## src/rtl/kgp_wb_pkg.sv

```systemverilog
// Shared types and constants for the register-file write-back port sequencer.
package kgp_wb_pkg;
  localparam int REG_W  = 5;
  localparam int DATA_W = 32;

  localparam logic [REG_W-1:0] EXT_ADDR_DEF = 5'd20;

  typedef enum logic {
    ST_IDLE = 1'b0,
    ST_EXT  = 1'b1
  } state_e;
endpackage

```

## src/rtl/wb_port_sequencer.sv

```systemverilog
// Serializes core write-backs (primary + optional extended word) onto the single
// register-file write port, sharing it with a debug requester under bounded starvation.
module wb_port_sequencer
  import kgp_wb_pkg::*;
#(
  parameter logic [REG_W-1:0] EXT_ADDR     = EXT_ADDR_DEF,
  parameter int               STARVE_LIMIT = 4,
  parameter int               ZERO_GUARD   = 1
) (
  input  logic              clk,
  input  logic              rst_n,
  input  logic              wb_valid,
  output logic              wb_ready,
  input  logic [REG_W-1:0]  wb_addr,
  input  logic [DATA_W-1:0] wb_data,
  input  logic              wb_ext_en,
  input  logic [DATA_W-1:0] wb_ext_data,
  input  logic              dbg_req,
  output logic              dbg_gnt,
  input  logic [REG_W-1:0]  dbg_addr,
  input  logic [DATA_W-1:0] dbg_data,
  output logic              rf_we,
  output logic [REG_W-1:0]  rf_waddr,
  output logic [DATA_W-1:0] rf_wdata,
  output logic              stall
);

  localparam logic [2:0] LIMIT = 3'(STARVE_LIMIT);

  state_e            state_q, state_d;
  logic [2:0]        starve_q, starve_d;
  logic [DATA_W-1:0] ext_q, ext_d;
  logic              rf_we_q, rf_we_d;
  logic [REG_W-1:0]  rf_waddr_q, rf_waddr_d;
  logic [DATA_W-1:0] rf_wdata_q, rf_wdata_d;

  logic force_dbg, core_acc, dbg_acc;

  function automatic logic we_for(input logic [REG_W-1:0] a);
    return !((ZERO_GUARD != 0) && (a == '0));
  endfunction

  // Handshake depends only on state, starvation count and request strobes.
  always_comb begin
    force_dbg = dbg_req & (starve_q == LIMIT);
    wb_ready  = 1'b0;
    dbg_gnt   = 1'b0;
    if (rst_n && state_q == ST_IDLE) begin
      wb_ready = ~force_dbg;
      dbg_gnt  = dbg_req & (~wb_valid | force_dbg);
    end
    stall    = wb_valid & ~wb_ready;
    core_acc = wb_valid & wb_ready;
    dbg_acc  = dbg_req & dbg_gnt;
  end

  always_comb begin
    state_d    = state_q;
    starve_d   = starve_q;
    ext_d      = ext_q;
    rf_we_d    = 1'b0;
    rf_waddr_d = rf_waddr_q;
    rf_wdata_d = rf_wdata_q;

    if (!dbg_req || dbg_acc)
      starve_d = '0;
    else if (core_acc && starve_q != LIMIT)
      starve_d = starve_q + 3'd1;

    if (state_q == ST_EXT) begin
      rf_we_d    = we_for(EXT_ADDR);
      rf_waddr_d = EXT_ADDR;
      rf_wdata_d = ext_q;
      state_d    = ST_IDLE;
    end else if (core_acc) begin
      rf_we_d    = we_for(wb_addr);
      rf_waddr_d = wb_addr;
      rf_wdata_d = wb_data;
      if (wb_ext_en) begin
        ext_d   = wb_ext_data;
        state_d = ST_EXT;
      end
    end else if (dbg_acc) begin
      rf_we_d    = we_for(dbg_addr);
      rf_waddr_d = dbg_addr;
      rf_wdata_d = dbg_data;
    end
  end

  always_ff @(posedge clk or negedge rst_n) begin
    if (!rst_n) begin
      state_q    <= ST_IDLE;
      starve_q   <= '0;
      ext_q      <= '0;
      rf_we_q    <= 1'b0;
      rf_waddr_q <= '0;
      rf_wdata_q <= '0;
    end else begin
      state_q    <= state_d;
      starve_q   <= starve_d;
      ext_q      <= ext_d;
      rf_we_q    <= rf_we_d;
      rf_waddr_q <= rf_waddr_d;
      rf_wdata_q <= rf_wdata_d;
    end
  end

  assign rf_we    = rf_we_q;
  assign rf_waddr = rf_waddr_q;
  assign rf_wdata = rf_wdata_q;

endmodule

```

## config.mk

```make
export PLATFORM = sky130hd
export DESIGN_NAME = wb_port_sequencer
export DESIGN_NICKNAME = d
export VERILOG_FILES = /design/src/rtl/kgp_wb_pkg.sv /design/src/rtl/wb_port_sequencer.sv
export SDC_FILE = /design/constraint.sdc
export NUM_CORES = 1
export LEC_CHECK = 0
export CAP_MARGIN = 20
export CORE_ASPECT_RATIO = 1.1
export CORE_MARGIN = 4
export CORE_UTILIZATION = 44
export DETAILED_ROUTE_END_ITERATION = 16
export MAX_ROUTING_LAYER = met4
export PLACE_DENSITY = 0.81
export SLEW_MARGIN = 20
export SYNTH_ARGS = -nofsm -noshare
export SYNTH_HDL_FRONTEND = slang
export SYNTH_SLANG_ARGS = --single-unit
export TNS_END_PERCENT = 50
```

## constraint.sdc

```tcl
create_clock -name clk -period 2.58 [get_ports clk]
set_clock_uncertainty 0.2 [all_clocks]
set_input_delay 0.516 -clock clk [delete_from_list [all_inputs] [get_ports clk]]
set_output_delay 0.516 -clock clk [all_outputs]
set_load 0.02 [all_outputs]
```

; ---- Word level (Yosys, flattened, before mapping)
; Index checks and enable logic that the tools add are counted.
[totals]
out_inout_bits = 41
inputBits = 111
register_bits = 74
word_cells = 46
[classes]
eq_ne = 2
n_bitwise = 10
muxes = 16
add_sub_neg = 1
n_reduce_logical = 11
[op_table]
columns = operator, count
row1 = 32-bit two-way mux, 3
row2 = 5-bit two-way mux, 3
row3 = 5-bit zero test, 2
row4 = 1-bit two-way mux, 8
row5 = 3-bit two-way mux, 2
row6 = 1-bit bitwise AND, 5
row7 = 1-bit inverter, 4
row8 = 3-bit by 1-bit adder with 3-bit output (second input constant), 1
row9 = 3-bit == test (second input constant), 1
row10 = 1-bit zero test, 3
row11 = 3-bit inequality test (second input constant), 1
row12 = 3-bit AND reduction, 1
row13 = 3-bit nonzero test, 1
row14 = 1-bit logical AND, 2
row15 = 2-bit nonzero test, 1
row16 = 1-bit logical OR, 1
row17 = 1-bit OR, 1

; ---- Depth between registers and ports, before layout
[logic_depth]
word_depth = 9
ltp_mapped = 7
mapped_depth_nobuf = 5

; ---- Least setup slack after synthesis
; Ideal clock, no wire load.
[synth_timing]
kind = flip-flop to output port
start = register starve_q[0]
end = output port stall
path_buffers = 1
required_ns = 1.864
arrival_ns = 1.441
path_slack_ns = 0.423
path_stages_with_launch = 7
cell_sequence = dfrtp_1 > inv_1 > ha_1 > and3_1 > buf_2 > nor2_1 > nor2b_1
[synth_between]
elab_chain_cells = 6
[synth_rtl]
columns = element, line
row1 = from (decl), wb_port_sequencer.sv:31  ; logic [2:0] starve_q, starve_d;
row2 = from (signal assigned), wb_port_sequencer.sv:100  ; starve_q <= starve_d;
row3 = 3-bit == test, wb_port_sequencer.sv:45  ; force_dbg = dbg_req & (starve_q == LIMIT);
row4 = 1-bit bitwise AND, wb_port_sequencer.sv:45
row5 = 1-bit inverter, wb_port_sequencer.sv:49  ; wb_ready = ~force_dbg;
row6 = 1-bit two-way mux, wb_port_sequencer.sv:48  ; if (rst_n && state_q == ST_IDLE) begin
row7 = named net wb_ready, wb_port_sequencer.sv:13  ; output logic wb_ready,
row8 = 1-bit inverter, wb_port_sequencer.sv:52  ; stall = wb_valid & ~wb_ready;
row9 = 1-bit bitwise AND, wb_port_sequencer.sv:52
row10 = to (decl), wb_port_sequencer.sv:25  ; output logic stall
; The timed path passes the listed nets, and every way through them passes these cells.

; ---- Final worst setup path
[layout_timing]
start = register starve_q[0]
end = output port dbg_gnt
[layout_between]
elab_chain_cells = 5
[layout_rtl]
columns = element, line
row1 = 3-bit == test, wb_port_sequencer.sv:45
row2 = 1-bit bitwise AND, wb_port_sequencer.sv:45
row3 = 1-bit OR, wb_port_sequencer.sv:50  ; dbg_gnt = dbg_req & (~wb_valid | force_dbg);
row4 = 1-bit bitwise AND, wb_port_sequencer.sv:50
row5 = 1-bit two-way mux, wb_port_sequencer.sv:48
row6 = to (decl), wb_port_sequencer.sv:19  ; output logic dbg_gnt,
; No other way between the ends.

==> qor.csv <==
metric;value;unit
outcome;completed;
Bufs on Longest Clock Path;2;
share of cells above drive strength 1;14.5;%
total power;3.44;mW
DR vias;3387;
IO Pins;152;
switching pwr;981;uW
port bufs;151;
Setup CP Type;reg2out;
H-tree depth;3;
Leak;2.40;nW
GP Congestion;0.843;
Critical R2R Capture;rf_wdata[2];
Place WS;-88.1;ps
area added between synthesis and finish;49.3;%
initial drt markers;161;
layout net count;617;
Skew-Pair Late Insertion Delay;350;ps
Startpoint Class;flop;
CTS Root Cell;clkbuf_8;
YS warnings;0;
Crit path required time;1860;ps
Cells after DPL;604;
Sink Count;74;
total global routing track utilization;22.9;%
mux share of post-synthesis cell area;12.3;%
register area share after synthesis;48.4;%
Cell Pwr Density;602;nW/um^2
Mapped Nets;465;
CTS tree;yes;
Placed Area;5510;um^2
largest family of logic cells by synthesized area;compound AO/OA/AOI/OAI gates;
core area;8450;um^2
Synth Area in XOR/XNOR;0;%
Setup Buffers After CTS;0;
Initial Util;45.3;%
RSZ-0062 raised after global routing;false;
routed vias/inst;5.46;
combinational power share;29.4;%
Yosys top cell area share;48.4;%
worst r2r path cells;6;
top cells by area, synth;dfrtp_1 48%, mux2_4 11%, a311oi_1 7.3%;
Seq pwr share;42.8;%
setup ws final;76.2;ps
floorplan die width;97.0;um
number of max-cap violations;0;
Synth Register Bits;74;
Final ANT Viol Nets;0;
initial antenna violation count;0;
first-pass GRT wire length;18400;um
Syn Std Cell Area;3830;um^2
Reg2Reg Setup Slack;560;ps
vias in the first global route;3684;
commonest non-fill, non-tap cells in the layout;147 x clkdlybuf4s50_1, 73 x dfrtp_1, 36 x inv_1, 36 x nor3_1, 33 x nand2b_1;
Synth Area in Compound Gates;16.1;%
FMAX;399;MHz
switching share of total power;28.5;%
row cnt;35;
Final period util;97.0;%
hold_buf cts;0;
Pint;2.46;mW
antenna cells;0;
Vert. Die Dim;106;um
worst slew pin tran;548;ps
Final Hold Viols;0;
grt ovf;0;
Worst Path Max Fanout;4;
Synth area leader;dfrtp_1;
Clk pwr share;27.8;%
min cycle time layout;2500;ps
residual DRC count;0;
DRT Wirelength;11300;um
critical path arrival;1790;ps
per-cell routed wire length;18.2;um
hpwl dp;8200;um
Clock Pin Slew Worst Setup and Hold Paths;80;ps
Post-CTS Resized;3;
Syn Inst Count;352;
TritonCTS Buffers;9;
R2R Path Start;state_q;
type of the worst min-delay path;in2async;
Die ar.;10300;um^2
1st-pass router iterations;5;
Synth Area in Adders;0.653;%
VDD IR max;0.264;mV
post-synth cell types;33;
pin count of the biggest net entering global routing;55;
CP endpoint kind;output port;
Syn Area/Cell;10.9;um^2
most common cell after layout, fill and taps aside;clkdlybuf4s50_1;
fin area;5720;um^2
Max-Slew Margin vs Limit;63.5;%
Non-Filler Instances;620;
Synth Area in Simple Gates;15.0;%
Slew Viols, Final;0;
# setup viols final;0;
[flip-flops by register name, summed over array words and instances, names as in the netlist]
name / count
ext_q: 32
rf_wdata: 32
rf_we: 1
rf_waddr: 5
starve_q: 3
state_q: 1
[logic make-up after synthesis]
family,Yosys count
buffers and inverters,66
AOI/OAI and AO/OA,77
muxes,32
DFF,74
and+or+nand+nor,101
adders and majority gates,2
[layer usage]
metal,vias to the layer above,GRT usage (%),part of all wire (%)
met5,-,-,0
li1,1585,-,-
met1,1642,28.3,42
met2,141,37.7,50
met3,19,4.10,5.9
met4,0,8.83,2.0
[worst max path at each step]
| stage | from | end | slack (ps) |
|---|---|---|---|
| 2_1_floorplan | starve_q[0] | stall | 420 |
| 3_3_place_gp | dbg_req | stall | -60 |
| 3_5_place_dp | wb_valid | dbg_gnt | -90 |
| 4_1_cts | starve_q[0] | dbg_gnt | 70 |
| 5_1_grt | starve_q[0] | dbg_gnt | 5 |
| 6_report | starve_q[0] | dbg_gnt | 80 |
[critical path: stages, from the launching register on]
cell and delay, ps:
dfrtp_1 410, inv_1 60, ha_1 230, a21bo_2 230, and3_1 190, dlygate4sd2_1 330
[stage by stage]
step                      TNS, ps  utilization, %  hold slack, ps
after floorplan                 0               -            20.4
after global placement       -126            65.2             283
after detailed placement     -168            65.2             286
after CTS                       0            67.7            28.4
after global routing            0            67.7            42.3
final                           0            67.7            29.3
[synthesized netlist by cell type]
cell,n
nand4b_1,1
inv_1,36
buf_1,2
nor2_1,5
ha_1,2
o21ai_0,2
o31ai_1,32
or3b_2,1
nor2b_1,2
buf_2,7
and3_4,1
a21oi_1,2
o21a_1,1
nand2b_1,33
clkbuf_1,16
nor3_1,36
dfrtp_1,74
a31oi_1,3
a311oi_1,32
and3_1,5
mux2_4,29
nor3b_1,3
a311o_1,3
nor2_2,1
a21bo_2,1
mux2_2,3
or3_1,2
and3b_1,1
nand3b_1,1
a221o_1,1
nand3_1,3
buf_6,5
nand2_1,6
[cell type report]
type | count | area, um^2
clock buffer | 11 | 151
clock inverter | 5 | 62.6
fill | 662 | 2730
inverter | 36 | 135
multi-input combinational | 212 | 1680
sequential | 74 | 1850
tap | 111 | 139
timing repair buffer | 171 | 1690
[power groups by stage]
stage	clock [mW]	combinational, mW	sequential (mW)
2_1_floorplan	0	0.399	1.59
3_3_place_gp	0	0.996	1.48
3_5_place_dp	0	1.02	1.50
4_1_cts	0.967	1.02	1.48
5_1_grt	1.03	1.08	1.50
6_report	0.957	1.01	1.47
Note: power is estimated with default switching activity, not from simulation.
